[src/rtl/genram.sv]
// genram: byte-addressable RAM. The read port is pin-compatible with genrom;
// a valid/ready store port writes 1..2**EXTRA bytes little-endian.
// Build option GENRAM_WIDE_WRITE_EN: write all bytes of a store on the
// acceptance edge instead of one byte per cycle.
module genram #(
  parameter int AW    = 4,
  parameter int DW    = 8,
  parameter int EXTRA = 4
) (
  input  logic                    clk,
  input  logic                    reset,
  input  logic [AW:0]             addr,
  input  logic [EXTRA-1:0]        extra,
  input  logic [AW:0]             lower_bound,
  input  logic [AW:0]             upper_bound,
  output logic [(2**EXTRA)*8-1:0] data,
  output logic                    error,
  input  logic                    wr_valid,
  output logic                    wr_ready,
  input  logic [AW:0]             wr_addr,
  input  logic [EXTRA-1:0]        wr_extra,
  input  logic [(2**EXTRA)*8-1:0] wr_data,
  output logic                    wr_done,
  output logic                    wr_error
);

  localparam int AB    = AW + 1;
  localparam int DEPTH = 2 ** AB;
  localparam int NB    = 2 ** EXTRA;
  localparam int BW    = NB * 8;

  typedef enum logic [1:0] {
    IDLE,
    BUSY,
    DONE
  } state_t;

  state_t           state_q, state_d;
  logic [DW-1:0]    mem [DEPTH];
  logic             accept;
  logic             wr_oob;
  logic             err_q;
  logic [BW-1:0]    rd_data_d;
  logic             rd_err_d;

`ifndef GENRAM_WIDE_WRITE_EN
  logic [AW:0]      wa_q;
  logic [EXTRA-1:0] wx_q;
  logic [BW-1:0]    wd_q;
  logic [EXTRA-1:0] cnt_q;
  logic [DW-1:0]    wr_byte;
`endif

  // Last byte is computed wide enough that addr+extra never wraps.
  function automatic logic out_of_bounds(input logic [AW:0]      a,
                                         input logic [EXTRA-1:0] x,
                                         input logic [AW:0]      lb,
                                         input logic [AW:0]      ub);
    logic [31:0] last;
    last = 32'(a) + 32'(x);
    return (a < lb) || (last > 32'(ub)) || (last >= 32'(DEPTH));
  endfunction

  assign accept   = wr_valid && wr_ready;
  assign wr_oob   = out_of_bounds(wr_addr, wr_extra, lower_bound, upper_bound);
  assign wr_ready = (state_q == IDLE) && !reset;
  assign wr_done  = (state_q == DONE) && !reset;
  assign wr_error = (state_q == DONE) && err_q && !reset;

  // Read path: bounds check and byte gather, registered below.
  always_comb begin
    rd_err_d  = out_of_bounds(addr, extra, lower_bound, upper_bound);
    rd_data_d = '0;
    if (!rd_err_d) begin
      for (int unsigned i = 0; i < NB; i++) begin
        if (EXTRA'(i) <= extra) begin
          rd_data_d[i*DW +: DW] = mem[addr + AB'(i)];
        end
      end
    end
  end

  // Read output register, one cycle of latency.
  always_ff @(posedge clk) begin
    if (reset) begin
      data  <= '0;
      error <= 1'b0;
    end else begin
      data  <= rd_data_d;
      error <= rd_err_d;
    end
  end

  // Store FSM next-state logic.
  always_comb begin
    state_d = state_q;
    case (state_q)
      IDLE: begin
        if (accept) begin
`ifdef GENRAM_WIDE_WRITE_EN
          state_d = DONE;
`else
          state_d = wr_oob ? DONE : BUSY;
`endif
        end
      end
`ifndef GENRAM_WIDE_WRITE_EN
      BUSY: begin
        if (cnt_q == wx_q) begin
          state_d = DONE;
        end
      end
`endif
      DONE:    state_d = IDLE;
      default: state_d = IDLE;
    endcase
  end

  // Store FSM state and latched error flag.
  always_ff @(posedge clk) begin
    if (reset) begin
      state_q <= IDLE;
      err_q   <= 1'b0;
    end else begin
      state_q <= state_d;
      if (accept) begin
        err_q <= wr_oob;
      end
    end
  end

`ifdef GENRAM_WIDE_WRITE_EN
  // Whole store lands on the acceptance edge.
  always_ff @(posedge clk) begin
    if (accept && !wr_oob) begin
      for (int unsigned i = 0; i < NB; i++) begin
        if (EXTRA'(i) <= wr_extra) begin
          mem[wr_addr + AB'(i)] <= wr_data[i*DW +: DW];
        end
      end
    end
  end
`else
  // Request latch and byte counter; the request is held for the whole store.
  always_ff @(posedge clk) begin
    if (reset) begin
      cnt_q <= '0;
    end else if (accept) begin
      wa_q  <= wr_addr;
      wx_q  <= wr_extra;
      wd_q  <= wr_data;
      cnt_q <= '0;
    end else if (state_q == BUSY) begin
      cnt_q <= cnt_q + 1'b1;
    end
  end

  // Select the byte of the latched value that the counter points at.
  always_comb begin
    wr_byte = '0;
    for (int unsigned i = 0; i < NB; i++) begin
      if (cnt_q == EXTRA'(i)) begin
        wr_byte = wd_q[i*DW +: DW];
      end
    end
  end

  // One byte per BUSY cycle; reset mid-store stops further writes.
  always_ff @(posedge clk) begin
    if ((state_q == BUSY) && !reset) begin
      mem[wa_q + AB'(cnt_q)] <= wr_byte;
    end
  end
`endif

endmodule
[config.mk]
export PLATFORM = sky130hd
export DESIGN_NAME = genram
export DESIGN_NICKNAME = d
export VERILOG_FILES = /design/src/rtl/genram.sv
export SDC_FILE = /design/constraint.sdc
export NUM_CORES = 1
export LEC_CHECK = 0
export ABC_AREA = 1
export CAP_MARGIN = 20
export CORE_MARGIN = 2
export CORE_UTILIZATION = 50
export CTS_BUF_LIST = sky130_fd_sc_hd__clkbuf_8
export DETAILED_ROUTE_END_ITERATION = 6
export PLACE_DENSITY = 0.67
export SYNTH_ARGS = -nofsm -noshare
export SYNTH_HDL_FRONTEND = slang
export SYNTH_SLANG_ARGS = --single-unit
export TNS_END_PERCENT = 20
[constraint.sdc]
create_clock -name clk -period 11.3 [get_ports clk]
set_input_delay 2.26 -clock clk [delete_from_list [all_inputs] [get_ports clk]]
set_output_delay 2.26 -clock clk [all_outputs]
set_load 0.05 [all_outputs]
==> parameters.txt <==
Parameter                              Value

Route
  Drt total wl ... between 100 and 150 mm
  Total number of vias ... 29.18k
  Post-route ant nets ... 0
  Wire length per cell ... ~22 um
  Count of routing violations after the opening detailed-route iteration ... about 3.5k
  Avg Vias per Cell ... 5.631
  # DRC ... 0
  Pre-Repair DR Iteration Count ... 6

Global route
  Global-route wire length before repair ... between 150 and 200 mm
  Initial antenna violation count ... 1
  Grt ovf ... 0
  Vias in the first global route ... 26.28k
  Largest net degree at the start of global routing ... approximately 200
  Global-route usage over all layers ... 34.86%

Synthesis
  Netlist area before placement ... slightly above 0.03 mm^2
  Synthesis-stage register bit count ... between 500 and 600
  Largest area contributor in the netlist ... edfxtp_1
  Cells after synthesis ... 4127
  Syn_nets ... 4335
  Synth top area share ... 38.82%
  Mean area per synthesized cell ... approximately 7.4 um^2
  Share of synthesized area occupied by flip-flops and latches ... a little under half
  Post-synth cell types ... 44
  Number of warnings issued by yosys ... 0
  Number of enable-type register cells in the synthesized netlist ... between 300 and 400
  Dominant synthesized flop cell ... edfxtp_1
  Largest cells by area after synthesis ... edfxtp_1 (39%), nand2_1 (21%), dfxtp_1 (9.0%)
  Asr flop ratio synth ... 0%

Floorplan
  Num ports ... 291
  Die height ... ~250 um
  Row count ... 90
  Area of the placeable core ... roughly 0.06 mm^2
  Area enclosed by the die boundary ... between 0.06 and 0.07 mm^2
  Horiz. Die Dim ... between 200 and 300 um
  Initial standard-cell utilization of the core ... ~50%

Power and ir drop
  Pwr dens ... around 140 mW/mm^2
  Worst supply voltage drop on vdd ... between 100 and 150 uV
  Leakage ... about 15 nW

Placement
  Number of buffers inserted by port buffering ... between 200 and 300
  Instance area after placement ... between 0.03 and 0.04 mm^2
  Weighted congestion at the end of routability-driven global placement ... around 1.0
  Post-detailed-placement half-perimeter wirelength ... between 80 and 90 mm

Critical path
  Crit path capture type ... output pin
  Required time at the endpoint of the critical path ... roughly 9 ns
  Sequence of cells on the critical path ... clkdlybuf4s50_1, nor3_1, and2_1, clkdlybuf4s50_1
  CP most frequent cell ... clkdlybuf4s50_1
  Crit path max-delay cell type ... clkdlybuf4s50_1
  Arr. time, crit path ... between 4 and 5 ns
  Crit path launch type ... input pin
  Largest delay contributor family on the critical path ... buffers and inverters
  Biggest cell delay along the critical path ... ~0.79 ns
  Worst setup path class ... in -> out
  Critical path buffers and inverters ... 2
  Crit Path Max Fanout ... 8

Timing
  Transition time of the tightest slew-check pin ... roughly 1.1 ns
  Rel. slew slack ... between 20% and 30%
  Finish-stage setup viols ... 0
  Fraction of the cycle the final worst path needs ... between 50% and 60%
  Layout Skew ... ~0.038 ns
  Setup repair after global routing missed its margin ... no
  Peak clock frequency supported by timing ... between 150 and 200 MHz
  Shortest period the worst path allows ... about 6.4 ns
  Sum of negative setup slack ... 0 ns
  Final number of max-transition violations ... 0
  Final hold violations ... 0

Final layout
  Layout Utilization ... between 50% and 60%
  Fraction of layout cells with a size suffix above 1 ... 5.115%
  Nets@finish ... roughly 4.5k
  Storage cell area ... roughly 0.015 mm^2
  Area taken by multi-input logic gates ... 0.01407 mm^2
  Filler instances ... 5611
  Syn-to-layout area delta ... 16.94%
  Final standard cell area without fillers ... approximately 0.036 mm^2

CTS
  Maximum buffer depth of the clock tree ... 3
  Post-CTS setup buffer count ... 0
  Total clock buffers created by CTS ... 90
  Clock root buffer master ... clkbuf_8
  Post-CTS resize count ... 0
  Reg clk slew, reported paths ... 0.05 ns
  Number of hold buffers added after cts ... 0
  Number of sinks driven by the clock tree ... between 500 and 600
  Max H-tree Level ... 3
  Clock latency on the worst-skew pair ... between 0.7 and 0.8 ns
  CTS tree ... built

Min path
  Type of the tightest min-delay check ... reg -> reg

Flow run
  Maximum Capacitance Violations ... 0

Outcome
  Status ... finished clean
==> cell type report <==
class                           instances  area share, %
Multi-Input combinational cell       3109          39.57
Sequential cell                       529          40.86
Timing Repair Buffer                  333          9.091
Clock buffer                          101          3.910
Tap cell                              782          2.752
Clock inverter                         66          1.035
Antenna cell                            1       0.007039
Inverter                              261          2.781
==> state kept, by name (all words and copies together) (netlist names) <==
name	count
cnt_q	4
data	128
err_q	1
error	1
mem	256
state_q	2
wa_q	5
wd_q	128
wx_q	4
==> layout by cell type (no fill, tap or decap), types with 8 or more instances in the layout <==
cell type	Yosys	final
clkbuf_8	0	101
nand2_1	1730	1729
o211ai_1	36	36
inv_1	247	280
clkinv_2	0	9
nor2_1	116	115
dfxtp_1	136	136
nand3_1	365	365
clkinv_1	6	16
a21oi_1	201	199
o21ai_0	492	492
inv_2	8	8
o22ai_1	16	16
buf_4	4	43
clkdlybuf4s50_1	0	287
edfxtp_1	393	393
ha_1	46	44
xor2_1	23	19
o21ai_1	8	8
or2_2	29	29
==> synth_stat cells, types with 6 or more instances <==
cell	count
a21oi_1	201
buf_1	35
buf_2	30
clkbuf_1	159
clkinv_1	6
dfxtp_1	136
edfxtp_1	393
ha_1	46
inv_1	247
inv_2	8
nand2_1	1730
nand3_1	365
nor2_1	116
o211ai_1	36
o21ai_0	492
o21ai_1	8
o22ai_1	16
or2_2	29
xor2_1	23
==> routing by layer <==
layer / track usage, % / part of all wire [%] / vias up
met5: 0 / 0 / -
met4: 21.45 / 6.5 / 0
met3: 5.632 / 8.9 / 283
met2: 56.53 / 47 / 1417
met1: 43.78 / 38 / 13420
li1: - / - / 14050
==> worst paths after layout <==
check,startpoint,to,slack [ns],cells after the start
setup / recovery,reset,wr_error,4.91,4
hold / removal,err_q$_SDFFE_PP0P_,err_q$_SDFFE_PP0P_,0.49,2
setup reg to reg,cnt_q[1]$_SDFFE_PP0N_,mem[28][4]$_DFFE_PP_,7.29,20
hold reg to reg,err_q$_SDFFE_PP0P_,err_q$_SDFFE_PP0P_,0.49,2
==> kinds of logic after synthesis <==
family	count (synthesis)	share of synthesized area (%)
AO/OA/AOI/OAI	766	13.16
XOR/XNOR	28	0.8067
adder cells (fa/ha/maj)	49	2.091
buffers and inverters	489	6.211
flip-flops	529	47.78
AND/OR/NAND/NOR	2266	29.96
==> where the power goes <==
part	internal [mW]	switching, mW	total [mW]
clock network	0.871	0.821	1.69
logic	0.313	0.811	1.12
registers	2.16	0.0155	2.17
==> worst register-to-register path, cell delays in order (launching register included) <==
cell and delay [ns]:
dfxtp_1 0.43, inv_1 0.19, ha_1 0.31, inv_1 0.16
nor3_1 0.64, nand2_1 0.11, nand3_1 0.10, nand2_1 0.09
nand3_1 0.08, nand2_1 0.06, nand2_1 0.06, nand2_1 0.09
nand3_1 0.10, nand3_1 0.08, nand2_1 0.07, nand2_1 0.06
nand3_1 0.09, nand2_1 0.07, nand2_1 0.08, nand2_1 0.06
nand2_2 0.68
==> through the flow <==
stage / std cells / power, mW / setup WS, ns / hold WS [ns]
2_1_floorplan: 4127 / 2.895 / 4.616 / 0.4602
3_3_place_gp: 5014 / 3.298 / 4.949 / 0.4875
3_5_place_dp: 5014 / 3.304 / 4.900 / 0.4868
4_1_cts: 5181 / 4.986 / 4.893 / 0.5000
5_1_grt: 5182 / 5.185 / 4.804 / 0.5180
6_report: 5182 / 4.990 / 4.912 / 0.4907
Note: power is estimated with default switching activity, not from simulation.
